### src/rtl/dice_roll_ctrl.sv
// Purpose : sequences an 8-bit LFSR into one Craps roll (two dice 1..6, their sum, done pulse).
// Latency : 2*(SETTLE_CYCLES+1)+1 cycles nominal from roll accept to o_roll_done; +SETTLE_CYCLES+1 per reject.
// Backpr. : requests are only sampled in IDLE; i_roll_req / i_seed_load are ignored while o_busy=1.
//
// Ports:
//   i_clock, i_reset        single clock, synchronous active-high reset
//   i_roll_req              start a roll (IDLE only)
//   i_seed_load, i_seed_in  load a new LFSR seed (IDLE only, wins over i_roll_req)
//   i_lfsr_num              registered LFSR output, advances the cycle after o_lfsr_en=1
//   o_lfsr_en, o_lfsr_reset, o_lfsr_seed   LFSR control
//   o_busy, o_roll_done     status / one-cycle completion pulse
//   o_die1, o_die2, o_sum, o_fallback      result of the last completed roll
module dice_roll_ctrl #(
    parameter logic [7:0] SEED_DEFAULT  = 8'h01,
    parameter int         SETTLE_CYCLES = 3,
    parameter int         MAX_REJECT    = 8
) (
    input  logic       i_clock,
    input  logic       i_reset,
    input  logic       i_roll_req,
    input  logic       i_seed_load,
    input  logic [7:0] i_seed_in,
    input  logic [7:0] i_lfsr_num,
    output logic       o_lfsr_en,
    output logic       o_lfsr_reset,
    output logic [7:0] o_lfsr_seed,
    output logic       o_busy,
    output logic       o_roll_done,
    output logic [2:0] o_die1,
    output logic [2:0] o_die2,
    output logic [3:0] o_sum,
    output logic       o_fallback
);

    localparam int STW = $clog2(SETTLE_CYCLES + 1);
    localparam int RJW = $clog2(MAX_REJECT + 1);
    localparam logic [STW-1:0] STEP_LAST = STW'(SETTLE_CYCLES - 1);
    localparam logic [RJW-1:0] REJ_LAST  = RJW'(MAX_REJECT - 1);

    typedef enum logic [2:0] {
        S_IDLE   = 3'd0,
        S_SEED   = 3'd1,
        S_STEP   = 3'd2,
        S_SAMPLE = 3'd3,
        S_DONE   = 3'd4
    } state_t;

    state_t         r_state;
    state_t         w_next;

    logic [7:0]     r_seed;
    logic [STW-1:0] r_step_cnt;
    logic [RJW-1:0] r_rej_cnt;
    logic           r_die_idx;
    logic [2:0]     r_stg_die1;
    logic           r_stg_fb1;
    logic [2:0]     r_die1;
    logic [2:0]     r_die2;
    logic [3:0]     r_sum;
    logic           r_fallback;

    // Sample evaluation: low three bits are uniform over 0..7; 0 and 7 are
    // discarded. After MAX_REJECT discards the modulo mapping bounds latency
    // at the cost of a small bias, which o_fallback reports.
    logic [2:0]     w_raw;
    logic           w_valid;
    logic           w_last_try;
    logic [7:0]     w_mod6;
    logic [2:0]     w_fb_die;
    logic [2:0]     w_die;
    logic           w_accept;

    assign w_raw      = i_lfsr_num[2:0];
    assign w_valid    = (w_raw != 3'd0) && (w_raw != 3'd7);
    assign w_last_try = (r_rej_cnt == REJ_LAST);
    assign w_mod6     = i_lfsr_num % 8'd6;
    assign w_fb_die   = w_mod6[2:0] + 3'd1;
    assign w_die      = w_valid ? w_raw : w_fb_die;
    assign w_accept   = (r_state == S_SAMPLE) && (w_valid || w_last_try);

    // State register
    always_ff @(posedge i_clock) begin
        if (i_reset) begin
            r_state <= S_IDLE;
        end else begin
            r_state <= w_next;
        end
    end

    // Next-state logic
    always_comb begin
        w_next = r_state;
        case (r_state)
            S_IDLE: begin
                if (i_seed_load) begin
                    w_next = S_SEED;
                end else if (i_roll_req) begin
                    w_next = S_STEP;
                end
            end
            S_SEED:   w_next = S_IDLE;
            S_STEP: begin
                if (r_step_cnt == STEP_LAST) begin
                    w_next = S_SAMPLE;
                end
            end
            S_SAMPLE: begin
                if (w_accept && r_die_idx) begin
                    w_next = S_DONE;
                end else begin
                    w_next = S_STEP;
                end
            end
            S_DONE:   w_next = S_IDLE;
            default:  w_next = S_IDLE;
        endcase
    end

    // Outputs. Everything except o_lfsr_reset is forced low while i_reset is
    // high so the LFSR is never stepped during its own reload.
    always_comb begin
        o_lfsr_en    = 1'b0;
        o_lfsr_reset = i_reset;
        o_busy       = 1'b0;
        o_roll_done  = 1'b0;
        if (!i_reset) begin
            o_lfsr_en    = (r_state == S_STEP);
            o_lfsr_reset = (r_state == S_SEED);
            o_busy       = (r_state != S_IDLE);
            o_roll_done  = (r_state == S_DONE);
        end
    end

    // Datapath: seed, counters, die staging and result registers
    always_ff @(posedge i_clock) begin
        if (i_reset) begin
            r_seed     <= SEED_DEFAULT;
            r_step_cnt <= '0;
            r_rej_cnt  <= '0;
            r_die_idx  <= 1'b0;
            r_stg_die1 <= 3'd0;
            r_stg_fb1  <= 1'b0;
            r_die1     <= 3'd0;
            r_die2     <= 3'd0;
            r_sum      <= 4'd0;
            r_fallback <= 1'b0;
        end else begin
            case (r_state)
                S_IDLE: begin
                    if (i_seed_load) begin
                        // A zero seed would lock the LFSR at zero.
                        r_seed <= (i_seed_in == 8'h00) ? SEED_DEFAULT : i_seed_in;
                    end else if (i_roll_req) begin
                        r_die_idx  <= 1'b0;
                        r_rej_cnt  <= '0;
                        r_step_cnt <= '0;
                    end
                end
                S_STEP: begin
                    if (r_step_cnt == STEP_LAST) begin
                        r_step_cnt <= '0;
                    end else begin
                        r_step_cnt <= r_step_cnt + STW'(1);
                    end
                end
                S_SAMPLE: begin
                    if (w_accept) begin
                        if (!r_die_idx) begin
                            r_stg_die1 <= w_die;
                            r_stg_fb1  <= !w_valid;
                            r_die_idx  <= 1'b1;
                            r_rej_cnt  <= '0;
                        end else begin
                            // Results publish together so they are valid in the DONE cycle.
                            r_die1     <= r_stg_die1;
                            r_die2     <= w_die;
                            r_sum      <= {1'b0, r_stg_die1} + {1'b0, w_die};
                            r_fallback <= r_stg_fb1 | !w_valid;
                        end
                    end else begin
                        r_rej_cnt <= r_rej_cnt + RJW'(1);
                    end
                end
                default: ;
            endcase
        end
    end

    assign o_lfsr_seed = r_seed;
    assign o_die1      = r_die1;
    assign o_die2      = r_die2;
    assign o_sum       = r_sum;
    assign o_fallback  = r_fallback;

endmodule

### config.mk
export PLATFORM = sky130hd
export DESIGN_NAME = dice_roll_ctrl
export DESIGN_NICKNAME = d
export VERILOG_FILES = /design/src/rtl/dice_roll_ctrl.sv
export SDC_FILE = /design/constraint.sdc
export NUM_CORES = 1
export LEC_CHECK = 0
export CORE_MARGIN = 8
export CORE_UTILIZATION = 49
export DETAILED_ROUTE_END_ITERATION = 8
export PLACE_DENSITY = 0.79
export SYNTH_ARGS = -nofsm -noshare
export SYNTH_HDL_FRONTEND = slang
export SYNTH_SLANG_ARGS = --single-unit
### constraint.sdc
create_clock -name i_clock -period 3.25 [get_ports i_clock]
set_input_delay 0.4875 -clock i_clock [delete_from_list [all_inputs] [get_ports i_clock]]
set_output_delay 0.4875 -clock i_clock [all_outputs]
set_load 0.005 [all_outputs]
# == Yosys cells after proc, flatten, opt, wreduce, memory -nomap -nowiden ==
# Cells that the tools add are included.
# totals
register_bits,33
latchBits,0
mem_bits_rw,0
rom_bits,0
input_bits,20
wordCells,73
n_memories,0
# classes
addsub,4
multipliers,0
n_div,1
n_lt_le_gt_ge,0
eq_ne,13
shifts,0
mux,24
n_bitwise,2
n_reduce_logical,18
# ops
op,n
$mux W4,4
$mux W3,5
$ne A3 B3 Y1 const B,3
$pmux W3 S3,1
$reduce_and A3 Y1,3
$logic_not A8 Y1,1
$mod A8 B3 Y8 const B,1
$mux W8,1
$ne A2 B2 Y1 const B,4
$pmux W4 S2,1
$reduce_and A4 Y1,2
$mux W1,7
$eq A3 B2 Y1 const B,2
$mux W2,3
$reduce_bool A3 Y1,2
$add A3 B3 Y4,1
$add A4 B1 Y4 const B,1
$eq A4 B3 Y1 const B,1
$pmux W2 S2,1
$reduce_and A2 Y1,2
$reduce_bool A2 Y1,2
$add A3 B1 Y3 const B,1
$eq A3 B1 Y1 const B,1
$eq A3 B3 Y1 const B,1
9 further kinds,11

# == Logic depth before layout (Yosys ltp) ==
# Gate-level depths: netlist of run 1.
# depth
ltp_word,7
depth_mapped,15

# == Worst setup path before layout of run 1 ==
# OpenSTA, ideal clock, no wires.
# synth_path
path_kind,input to register
start,input i_lfsr_num[4]
end,"register r_sum[2], in the netlist o_sum[2]"
arrival_ns,2.867
slack_ns,0.298
path_stages,15
path_buffers,1
cell_sequence,buf_6 -> or3b_1 -> nand3b_1 -> a21oi_1 -> a21oi_1 -> mux2i_1 -> nand2_1 -> ha_1 -> and4_2 -> a211oi_1 -> or2_1 -> inv_1 -> ha_1 -> xnor2_1 -> a211oi_1
# synth_between
elab_chain_len,4
# synth_lines
element,line_no,text
start: declaration,23,"input logic [7:0] i_lfsr_num,"
$mod A8 B3 Y8,76,assign w_mod6 = i_lfsr_num % 8'd6;
$add A3 B1 Y3,77,assign w_fb_die = w_mod6[2:0] + 3'd1;
$mux W3,78,assign w_die = w_valid ? w_raw : w_fb_die;
net w_die[2],70,logic [2:0] w_die;
$add A3 B3 Y4,177,"r_sum <= {1'b0, r_stg_die1} + {1'b0, w_die};"
end signal: assignment,177,
end: declaration,59,logic [3:0] r_sum;
# The timed path passes the listed nets, and every way through them passes these cells.
# A chain may end at the register's enable or synchronous reset.

# == Worst setup path after layout of run 1 ==
# layout_path
start,input i_lfsr_num[7]
end,"register r_sum[2], in the netlist o_sum[2]"
# The elaborated chain is that of the path after synthesis.

==> reports/metrics.cfg, run 1 <==
[critical_path]
r2r_cells = 6
rrSetupSlack_ns = 1.41
start_kind = primary input
crit_start = i_lfsr_num[7]
critPathArrivalTime_ns = 3.39
cp_num_buf_inv = 2
rr_startpoint = r_rej_cnt[0]
critical_path_class = in -> reg
path_depth = 13
crit_end = o_sum[2]
crit_family = adder cells
worstPathRequired_ns = 3.45
crit_chain = clkdlybuf4s50_1 -> or3b_4 -> a21o_1 -> nand3_1 -> nor2_1 -> mux2i_1 -> nand2_1 -> ha_1 -> mux2i_2 -> inv_1 -> fa_1 -> xnor2_1 -> a211oi_1
path_max_fanout = 3
r2r-end = r_rej_cnt[2]
slowest_stage = clkdlybuf4s50_1
end_kind = flop
cpPeakStageDelay_ns = 0.51

[sta]
fin_skew_ns = 0.00339
min_period_ns = 3.19
hold_viol_final = 0
finalSetupViolCount = 0
worst_slack_ns = 0.0582
slew_violations = 0
max-slew-margin-rel = 0.643
timing.final.crit_share = 0.982
tightestPinTransition_ns = 0.533
fmax_mhz = 313

[routing]
wl_mm = 3.98
drtAntennaViolNets = 0
vias = 1590
avgRoutedWirePerCell_um = 13.0
drt-initial-drc-count = 52
vias_per_cell = 5.18
drc_errors = 0
first_pass_iters = 4

[synthesis]
synthCells = 210
synth_edf_count = 0
yosysUniqueCellTypes = 47
syn_nets = 236
ys_warn_count = 0
synth-seq-area-share = 0.367
synth_area_leader_cell = dfxtp_1
ys_async_sr_fraction = 0
synth_area_leaders = dfxtp_1, nor2_1, nand2_1
syn-cell-area_sq_mm = 0.00180
synth.top_cells.by_count = dfxtp_1, nor2_1, nand2_1
synth-seq-cells = 33
synth_top_area_frac = 0.367
synthFlopType = dfxtp_1
syn_area_per_cell_sq_um = 8.57

[place]
dp_slack_ns = -0.265
place.gp.congestion = 0.848
io_buffers = 42
dp_hpwl_mm = 2.93
dp_cells = 299

[global_routing]
grt_pass1_vias = 1573
antenna_found_initial = 0
grt_pass1_wl_mm = 6.97
grt_usage = 0.140
gr-total-overflow = 0
grt_max_degree = 30

[finish]
regArea_sq_um = 661
drive_gt1_frac = 0.127
fin_util = 0.668
fillers = 313
final_cells = 307
antenna_cells = 0
multi_input_area_sq_mm = 0.00105
area_delta_synth_final_pct = 33.9
fin_nets = 285

[run]
maxCapViolCount = 0

[clock_tree]
cts_hold_buf = 0
clock_latency_ns = 0.28
cts_buffers = 5
clock_sinks = 33
cts_tree = yes
clk_pin_slew_worst_paths_ns = 0.06
cts_max_path_buffers = 2
cts-htree-levels = 2
clock-root-buffer = clkbuf_8

[die]
die_area_sq_mm = 0.00587
die_y_um = 76.6
num_io_pins = 43
fp.dieW_um = 76.6
core-area_sq_mm = 0.00361
initial_utilization = 0.499
num_rows = 22

[min_path]
hold_path_class = reg -> reg

[power_and_ir_drop]
peakVddDrop_v = 0.000265
powerDensity_mw_per_mm2 = 387
p_leak_uw = 0.000966

[outcome]
outcome = finished clean

report_power, final:
group          switching (uW)  leakage, uW  internal [uW]
clock network             138    0.0000443            168
registers                14.0     0.000268            420
logic                    89.9     0.000654            103
total                     242     0.000966            690
layout by cell type, fill, tap and decap left out, types with 4 or more instances in the layout:
cell type        synthesis  routed
clkdlybuf4s50_1          0      39
nor2_1                  33      33
dfxtp_1                 33      33
nand2_1                 24      24
a21oi_1                 17      15
buf_4                    1      14
a211oi_1                10      10
mux2i_1                  8       7
clkbuf_8                 1       6
inv_1                    5       5
xor2_1                   4       4
nor3_1                   4       4
ha_1                     5       4
cell families (layout without fill, tap and decap cells):
kind of cell               after synthesis  count (layout)  share of synthesized area
DFF                                     33              33                      0.367
and+or+nand+nor                         87              87                      0.246
adders and majority gates                6               6                     0.0459
muxes                                    8               8                     0.0445
xor gates and xnor gates                 8               8                     0.0389
buffers and inverters                   19              68                     0.0772
AOI/OAI and AO/OA                       49              49                      0.180
final cells by class:
| cell class | instances | area share |
|---|---|---|
| multi-input combinational | 158 | 0.436 |
| sequential | 33 | 0.274 |
| clock buffer | 7 | 0.0358 |
| inverter | 5 | 0.00779 |
| tap | 48 | 0.0249 |
| timing repair buffer | 56 | 0.221 |
worst register-to-register path, stage by stage, from the launching register on:
cell	delay [ns]
dfxtp_1	0.36
ha_1	0.18
nand2_1	0.06
o2bb2ai_1	0.28
nor4b_4	0.52
a211o_1	0.25
nor2_1	0.06
metal layers:
layer | global-route usage | wire [um]
met5 | 0 | 0
met3 | 0.0448 | 166
met4 | 0.0519 | 30
met1 | 0.159 | 1830
met2 | 0.237 | 1950
worst min path at each step:
stage	endpoint	cells past startpoint	from	slack, ns
after detailed placement	o_lfsr_seed[3]	2	o_lfsr_seed[3]	0.45
final	o_lfsr_seed[3]	2	o_lfsr_seed[3]	0.46
after global placement	o_lfsr_seed[7]	2	o_lfsr_seed[7]	0.44
after global routing	o_lfsr_seed[3]	2	o_lfsr_seed[3]	0.47
after CTS	o_lfsr_seed[3]	2	o_lfsr_seed[3]	0.46
after floorplan	o_lfsr_seed[1]	2	o_lfsr_seed[1]	0.45
sequential cells by signal, summed over array words and instances (netlist names):
signal,count
r_stg_die1,3
r_stg_fb1,1
o_fallback,1
o_die2,3
r_step_cnt,2
o_sum,4
o_die1,3
o_lfsr_seed,8
r_die_idx,1
r_rej_cnt,4
r_state,3
what timing repair did:
item,4_1_cts,5_1_grt
pin swaps,0,2
gates resized for setup,1,12
buffers inserted,0,1
cloned,0,0
endpoints found under the setup margin,1,3
metrics by stage:
| step | cell area, sq um | hold slack [ns] | TNS [ns] | total power (uW) |
|---|---|---|---|---|
| 2_1_floorplan | 1800 | 0.450 | 0 | 546 |
| 3_3_place_gp | 2260 | 0.442 | -0.409 | 616 |
| 3_5_place_dp | 2260 | 0.450 | -0.663 | 621 |
| 4_1_cts | 2340 | 0.459 | 0 | 926 |
| 5_1_grt | 2410 | 0.470 | -0.0675 | 980 |
| 6_report | 2410 | 0.455 | 0 | 932 |
No activity file was read; power rests on OpenSTA's default activity.
==> run 2: changes to the inputs <==
--- a/config.mk
+++ b/config.mk
@@ -5,6 +5,7 @@
 export SDC_FILE = /design/constraint.sdc
 export NUM_CORES = 1
 export LEC_CHECK = 0
+export CORE_ASPECT_RATIO = 1.1
 export CORE_MARGIN = 8
 export CORE_UTILIZATION = 49
 export DETAILED_ROUTE_END_ITERATION = 8
==> reports/metrics.cfg, run 2 (synthesis gave the netlist of run 1 again) <==
[sta]
setup_tns_ns = 0  ; unchanged
fmax_mhz = 354  ; +13%
rsz0062_at_grt = false
hold_viol_final = 0  ; unchanged
slew_violations = 0  ; unchanged
max-slew-margin-rel = 0.675  ; +0.0311
min_period_ns = 2.83  ; -0.364 ns
timing.hold.ws_ns = 0.453  ; -0.00206 ns
timing.final.crit_share = 0.870  ; -0.112
tightestPinTransition_ns = 0.486  ; -0.0464 ns
fin_skew_ns = 0.00523  ; +0.00185 ns
finalSetupViolCount = 0  ; unchanged

[clock_tree]
clock_sinks = 33  ; unchanged
cts_buffers = 5  ; unchanged
cts_tree = yes
cts_hold_buf = 0  ; unchanged
cts-htree-levels = 2  ; unchanged
clock-root-buffer = clkbuf_8
clk_pin_slew_worst_paths_ns = 0.06  ; about the same
clock_latency_ns = 0.28  ; about the same
post_cts_buffers = 0  ; unchanged
cts_max_path_buffers = 2  ; unchanged

[routing]
wl_mm = 3.83  ; -3.8%
vias = 1614  ; +1.5%
drtAntennaViolNets = 0  ; unchanged
avgRoutedWirePerCell_um = 12.4  ; -4.1%
vias_per_cell = 5.24  ; +1.2%
drt-initial-drc-count = 55  ; +5.8%
first_pass_iters = 4  ; unchanged
drc_errors = 0  ; unchanged

[critical_path]
slowest_stage = fa_1
cp_num_buf_inv = 2  ; unchanged
critical_path_class = in -> reg
cpPeakStageDelay_ns = 0.42  ; -0.09 ns
start_kind = primary input
crit_chain = dlymetal6s2s_1 -> or3b_1 -> nand3b_1 -> a21oi_1 -> a21oi_2 -> mux2i_1 -> nand2_1 -> ha_1 -> mux2i_2 -> inv_1 -> fa_1 -> xnor2_1 -> a211oi_1
worstPathRequired_ns = 3.45  ; about the same
path_max_fanout = 7  ; +4
critPathArrivalTime_ns = 3.03  ; -0.36 ns
end_kind = flop
crit_family = adder cells

[die]
initial_utilization = 0.504  ; +0.00525
num_rows = 23  ; +4.5%
num_io_pins = 43  ; unchanged
core-area_sq_mm = 0.00357  ; -1.0%
die_y_um = 79.6  ; +3.9%
die_area_sq_mm = 0.00587  ; about the same
fp.dieW_um = 73.8  ; -3.7%

[finish]
drive_gt1_frac = 0.120  ; -0.00726
antenna_cells = 0  ; unchanged
fin_nets = 284  ; -0.35%
fillers = 315  ; +0.64%
area_delta_synth_final_pct = 33.4
multi_input_area_sq_mm = 0.00104  ; -0.95%
mostFrequentLayoutCells = clkdlybuf4s50_1, nor2_1, dfxtp_1
layout.cells.most_common = clkdlybuf4s50_1
regArea_sq_um = 661  ; unchanged
final_cells = 308  ; +0.33%
largest_register_ffs = 8  ; unchanged

[run]
maxCapViolCount = 0  ; unchanged

[power_and_ir_drop]
peakVddDrop_v = 0.000162  ; -39%
powerDensity_mw_per_mm2 = 385  ; -0.51%
p_leak_uw = 0.000986  ; +2.1%

[place]
dp_hpwl_mm = 2.90  ; -1.3%
place.gp.congestion = 0.813  ; -4.1%
dp_cells = 301  ; +0.67%
io_buffers = 42  ; unchanged

[global_routing]
grt_max_degree = 19  ; -37%
grt_pass1_wl_mm = 6.31  ; -9.4%
grt_usage = 0.133  ; -0.00630
grt_pass1_vias = 1467  ; -6.7%
antenna_found_initial = 0  ; unchanged
gr-total-overflow = 0  ; unchanged

[min_path]
hold_path_class = reg -> reg

[outcome]
outcome = finished clean

==> run 2: cell types whose count changed in the layout (fill, tap and decap cells not counted), sizes merged <==
cell           previous run  this run
dlymetal6s2s              3         5
buf                      14        13
clkdlybuf4s50            39        37
==> run 2: worst register-to-register path, stage by stage (launching register included) <==
cell and delay [ns]:
dfxtp_1 0.36, ha_1 0.18, nand2_1 0.06, o2bb2ai_1 0.27, nor4b_4 0.49, nor2_1 0.08
a311oi_1 0.26
==> run 2: cell type report <==
cell class	count	area share
clock buffer	7	0.0360
sequential	33	0.275
tap	50	0.0261
timing repair buffer	55	0.221
inverter	5	0.00782
multi-input combinational	158	0.434
==> run 2: power by group <==
group          switching [uW]  total (uW)  internal (uW)
clock network             138         305            168
logic                    85.4         184           98.8
registers                13.8         433            420
total                     237         923            686
==> run 2: timing repair <==
action | in CTS | in global routing
setup endpoints to repair | 1 | 3
gates resized for setup | 3 | 11
pin swaps | 0 | 0
==> run 2: path summary, 6_finish.rpt <==
check / start / endpoint / slack (ns) / cells past startpoint
worst max-delay path: i_lfsr_num[4] / o_sum[2] / 0.42 / 13
worst min-delay path: o_lfsr_seed[6] / o_lfsr_seed[6] / 0.45 / 2
worst max register to register: r_rej_cnt[0] / r_stg_fb1 / 1.47 / 6
worst min register to register: o_lfsr_seed[6] / o_lfsr_seed[6] / 0.45 / 2
==> run 2: stage by stage <==
stage	area (sq um)	worst slack (ns)	util	power, uW
after detailed placement	2260	-0.268	0.633	620
after global placement	2260	-0.188	0.633	616
after global routing	2400	0.274	0.673	975
after CTS	2360	0.00566	0.662	930
after floorplan	1800	0.298	-	546
final	2400	0.422	0.673	923
==> run 2: per-layer routing <==
metal | global-route usage | vias up | wire (um)
li1 | - | 832 | -
met1 | 0.155 | 735 | 1770
met2 | 0.214 | 44 | 1750
met3 | 0.0465 | 3 | 272
met4 | 0.0600 | 0 | 36
met5 | 0 | - | 0
==> run 3: changes to the inputs <==
--- a/config.mk
+++ b/config.mk
@@ -6,10 +6,10 @@
 export NUM_CORES = 1
 export LEC_CHECK = 0
 export CORE_ASPECT_RATIO = 1.1
-export CORE_MARGIN = 8
+export CORE_MARGIN = 2
 export CORE_UTILIZATION = 49
 export DETAILED_ROUTE_END_ITERATION = 8
-export PLACE_DENSITY = 0.79
+export PLACE_DENSITY_LB_ADDON = 0.08
 export SYNTH_ARGS = -nofsm -noshare
 export SYNTH_HDL_FRONTEND = slang
 export SYNTH_SLANG_ARGS = --single-unit
==> reports/metrics.cfg, run 3 (synthesis gave the netlist of run 1 again) <==
[outcome]
outcome = finished clean

[sta]
worst_slack_ns = 0.222  ; -0.200 ns
rsz0062_at_grt = false
hold_viol_final = 0  ; unchanged
finalSetupViolCount = 0  ; unchanged
timing.final.crit_share = 0.932  ; +0.0616
max-slew-margin-rel = 0.493  ; -0.181
fmax_mhz = 330  ; -6.6%
tightestPinTransition_ns = 0.760  ; +0.274 ns
slew_violations = 0  ; unchanged
fin_skew_ns = 0.00698  ; +0.00175 ns
min_period_ns = 3.03  ; +0.200 ns
setup_tns_ns = 0  ; unchanged
timing.hold.ws_ns = 0.452  ; -0.00129 ns

[power_and_ir_drop]
powerDensity_mw_per_mm2 = 381  ; -0.88%
peakVddDrop_v = 0.000199  ; +23%
p_leak_uw = 0.000982  ; -0.42%

[clock_tree]
clock_sinks = 33  ; unchanged
cts_tree = yes
cts_max_path_buffers = 2  ; unchanged
cts_hold_buf = 0  ; unchanged
cts-htree-levels = 2  ; unchanged
clock_latency_ns = 0.29  ; about the same
cts_buffers = 5  ; unchanged
clock-root-buffer = clkbuf_8
clk_pin_slew_worst_paths_ns = 0.07  ; about the same

[die]
initial_utilization = 0.504  ; unchanged
num_io_pins = 43  ; unchanged
core-area_sq_mm = 0.00357  ; unchanged
fp.dieW_um = 61.8  ; -16%
num_rows = 23  ; unchanged
die_area_sq_mm = 0.00417  ; -29%
die_y_um = 67.6  ; -15%

[critical_path]
r2r-end = o_die1[1]
path_max_fanout = 5  ; -2
slowest_stage = clkdlybuf4s50_1
rr_startpoint = r_rej_cnt[0]
rrSetupSlack_ns = 1.16  ; -0.31 ns
crit_end = o_sum[2]
r2r_cells = 6  ; unchanged
crit_start = i_lfsr_num[3]
critical_path_class = in -> reg
cpPeakStageDelay_ns = 0.52  ; +0.10 ns
worstPathRequired_ns = 3.44  ; about the same
path_depth = 16  ; +3
crit_family = buffers and inverters
critPathArrivalTime_ns = 3.22  ; +0.19 ns
end_kind = flop
cp_num_buf_inv = 3  ; +1
crit_chain = clkdlybuf4s50_1 -> buf_6 -> xnor2_2 -> a21o_1 -> nand3_1 -> and3b_1 -> a21oi_2 -> nand2_1 -> ha_1 -> and4_2 -> a211oi_1 -> or2_1 -> inv_1 -> ha_1 -> xnor2_1 -> a211oi_1
start_kind = primary input

[finish]
antenna_cells = 0  ; unchanged
layout.cells.most_common = clkdlybuf4s50_1
final_cells = 311  ; +0.97%
fin_util = 0.676  ; +0.00386
largest_register_ffs = 8  ; unchanged
drive_gt1_frac = 0.130  ; +0.0101
fin_nets = 286  ; +0.70%
mostFrequentLayoutCells = clkdlybuf4s50_1, nor2_1, dfxtp_1
area_delta_synth_final_pct = 34.1

[global_routing]
gr-total-overflow = 0  ; unchanged
grt_pass1_wl_mm = 5.78  ; -8.4%
grt_pass1_vias = 1393  ; -5.0%
grt_usage = 0.185  ; +0.0519
antenna_found_initial = 0  ; unchanged
grt_max_degree = 27  ; +8

[routing]
drc_errors = 0  ; unchanged
wl_mm = 3.62  ; -5.5%
avgRoutedWirePerCell_um = 11.6  ; -6.4%
vias_per_cell = 5.14  ; -2.0%
drt-initial-drc-count = 70  ; +27%
first_pass_iters = 4  ; unchanged
vias = 1597  ; -1.1%
drtAntennaViolNets = 0  ; unchanged

[place]
dp_hpwl_mm = 2.62  ; -9.4%
place.gp.congestion = 0.787  ; -3.1%
dp_slack_ns = -0.289  ; -0.0203 ns
io_buffers = 42  ; unchanged
dp_cells = 300  ; -0.33%

[min_path]
hold_path_class = reg -> reg

[run]
maxCapViolCount = 0  ; unchanged

==> run 3: cell count changes in the layout (fill, tap and decap cells not counted), sizes merged <==
| cell | before | now |
|---|---|---|
| buf | 13 | 15 |
| clkbuf | 7 | 5 |
| clkdlybuf4s50 | 37 | 38 |
| clkinv | 0 | 2 |
| clkinvlp | 0 | 1 |
| dlymetal6s2s | 5 | 4 |
==> run 3: power by group <==
| group | internal [uW] | total [uW] | switching, uW | leakage, uW |
|---|---|---|---|---|
| Combinational | 102 | 188 | 86.4 | 0.000670 |
| Clock | 147 | 299 | 151 | 0.0000439 |
| Sequential | 419 | 433 | 13.9 | 0.000268 |
==> run 3: metrics by stage <==
step                power [uW]  instance area [sq um]
floorplan                  546                   1800
global placement           617                   2250
detailed placement         620                   2250
CTS                        925                   2350
global route               974                   2410
finish                     920                   2410
==> run 3: worst min-delay path by stage <==
stage	cells after the start	end	slack, ns	from
after floorplan	2	o_lfsr_seed[1]	0.45	o_lfsr_seed[1]
after global placement	2	o_lfsr_seed[1]	0.44	o_lfsr_seed[1]
after detailed placement	2	o_lfsr_seed[3]	0.45	o_lfsr_seed[3]
after CTS	2	o_lfsr_seed[3]	0.46	o_lfsr_seed[3]
after global routing	2	o_lfsr_seed[4]	0.47	o_lfsr_seed[4]
final	2	o_lfsr_seed[4]	0.45	o_lfsr_seed[4]
==> run 3: layout make-up <==
type                       count  area (sq um)
multi-input combinational    158          1030
inverter                       5          18.8
timing repair buffer          57           551
clock inverter                 3          17.5
sequential                    33           661
tap                           50          62.6
clock buffer                   5          68.8
fill                         325          1150
==> run 3: what timing repair did <==
action                     4_1_cts  5_1_grt
pin swaps                        0        5
setup endpoints to repair        1        3
gates resized for setup          4       10
buffers inserted                 0        3
==> run 3: layer usage <==
layer / global-route usage / vias to the layer above / wire length, um
li1: - / 842 / -
met2: 0.304 / 26 / 1720
met3: 0.0575 / 6 / 139
met5: 0 / - / 0
met4: 0.0718 / 0 / 57
met1: 0.223 / 723 / 1700
==> run 3: worst min-delay path, cell delays in order (launching register included) <==
cell     delay, ns
dfxtp_1       0.31
nand2_1       0.05
a21oi_1       0.05
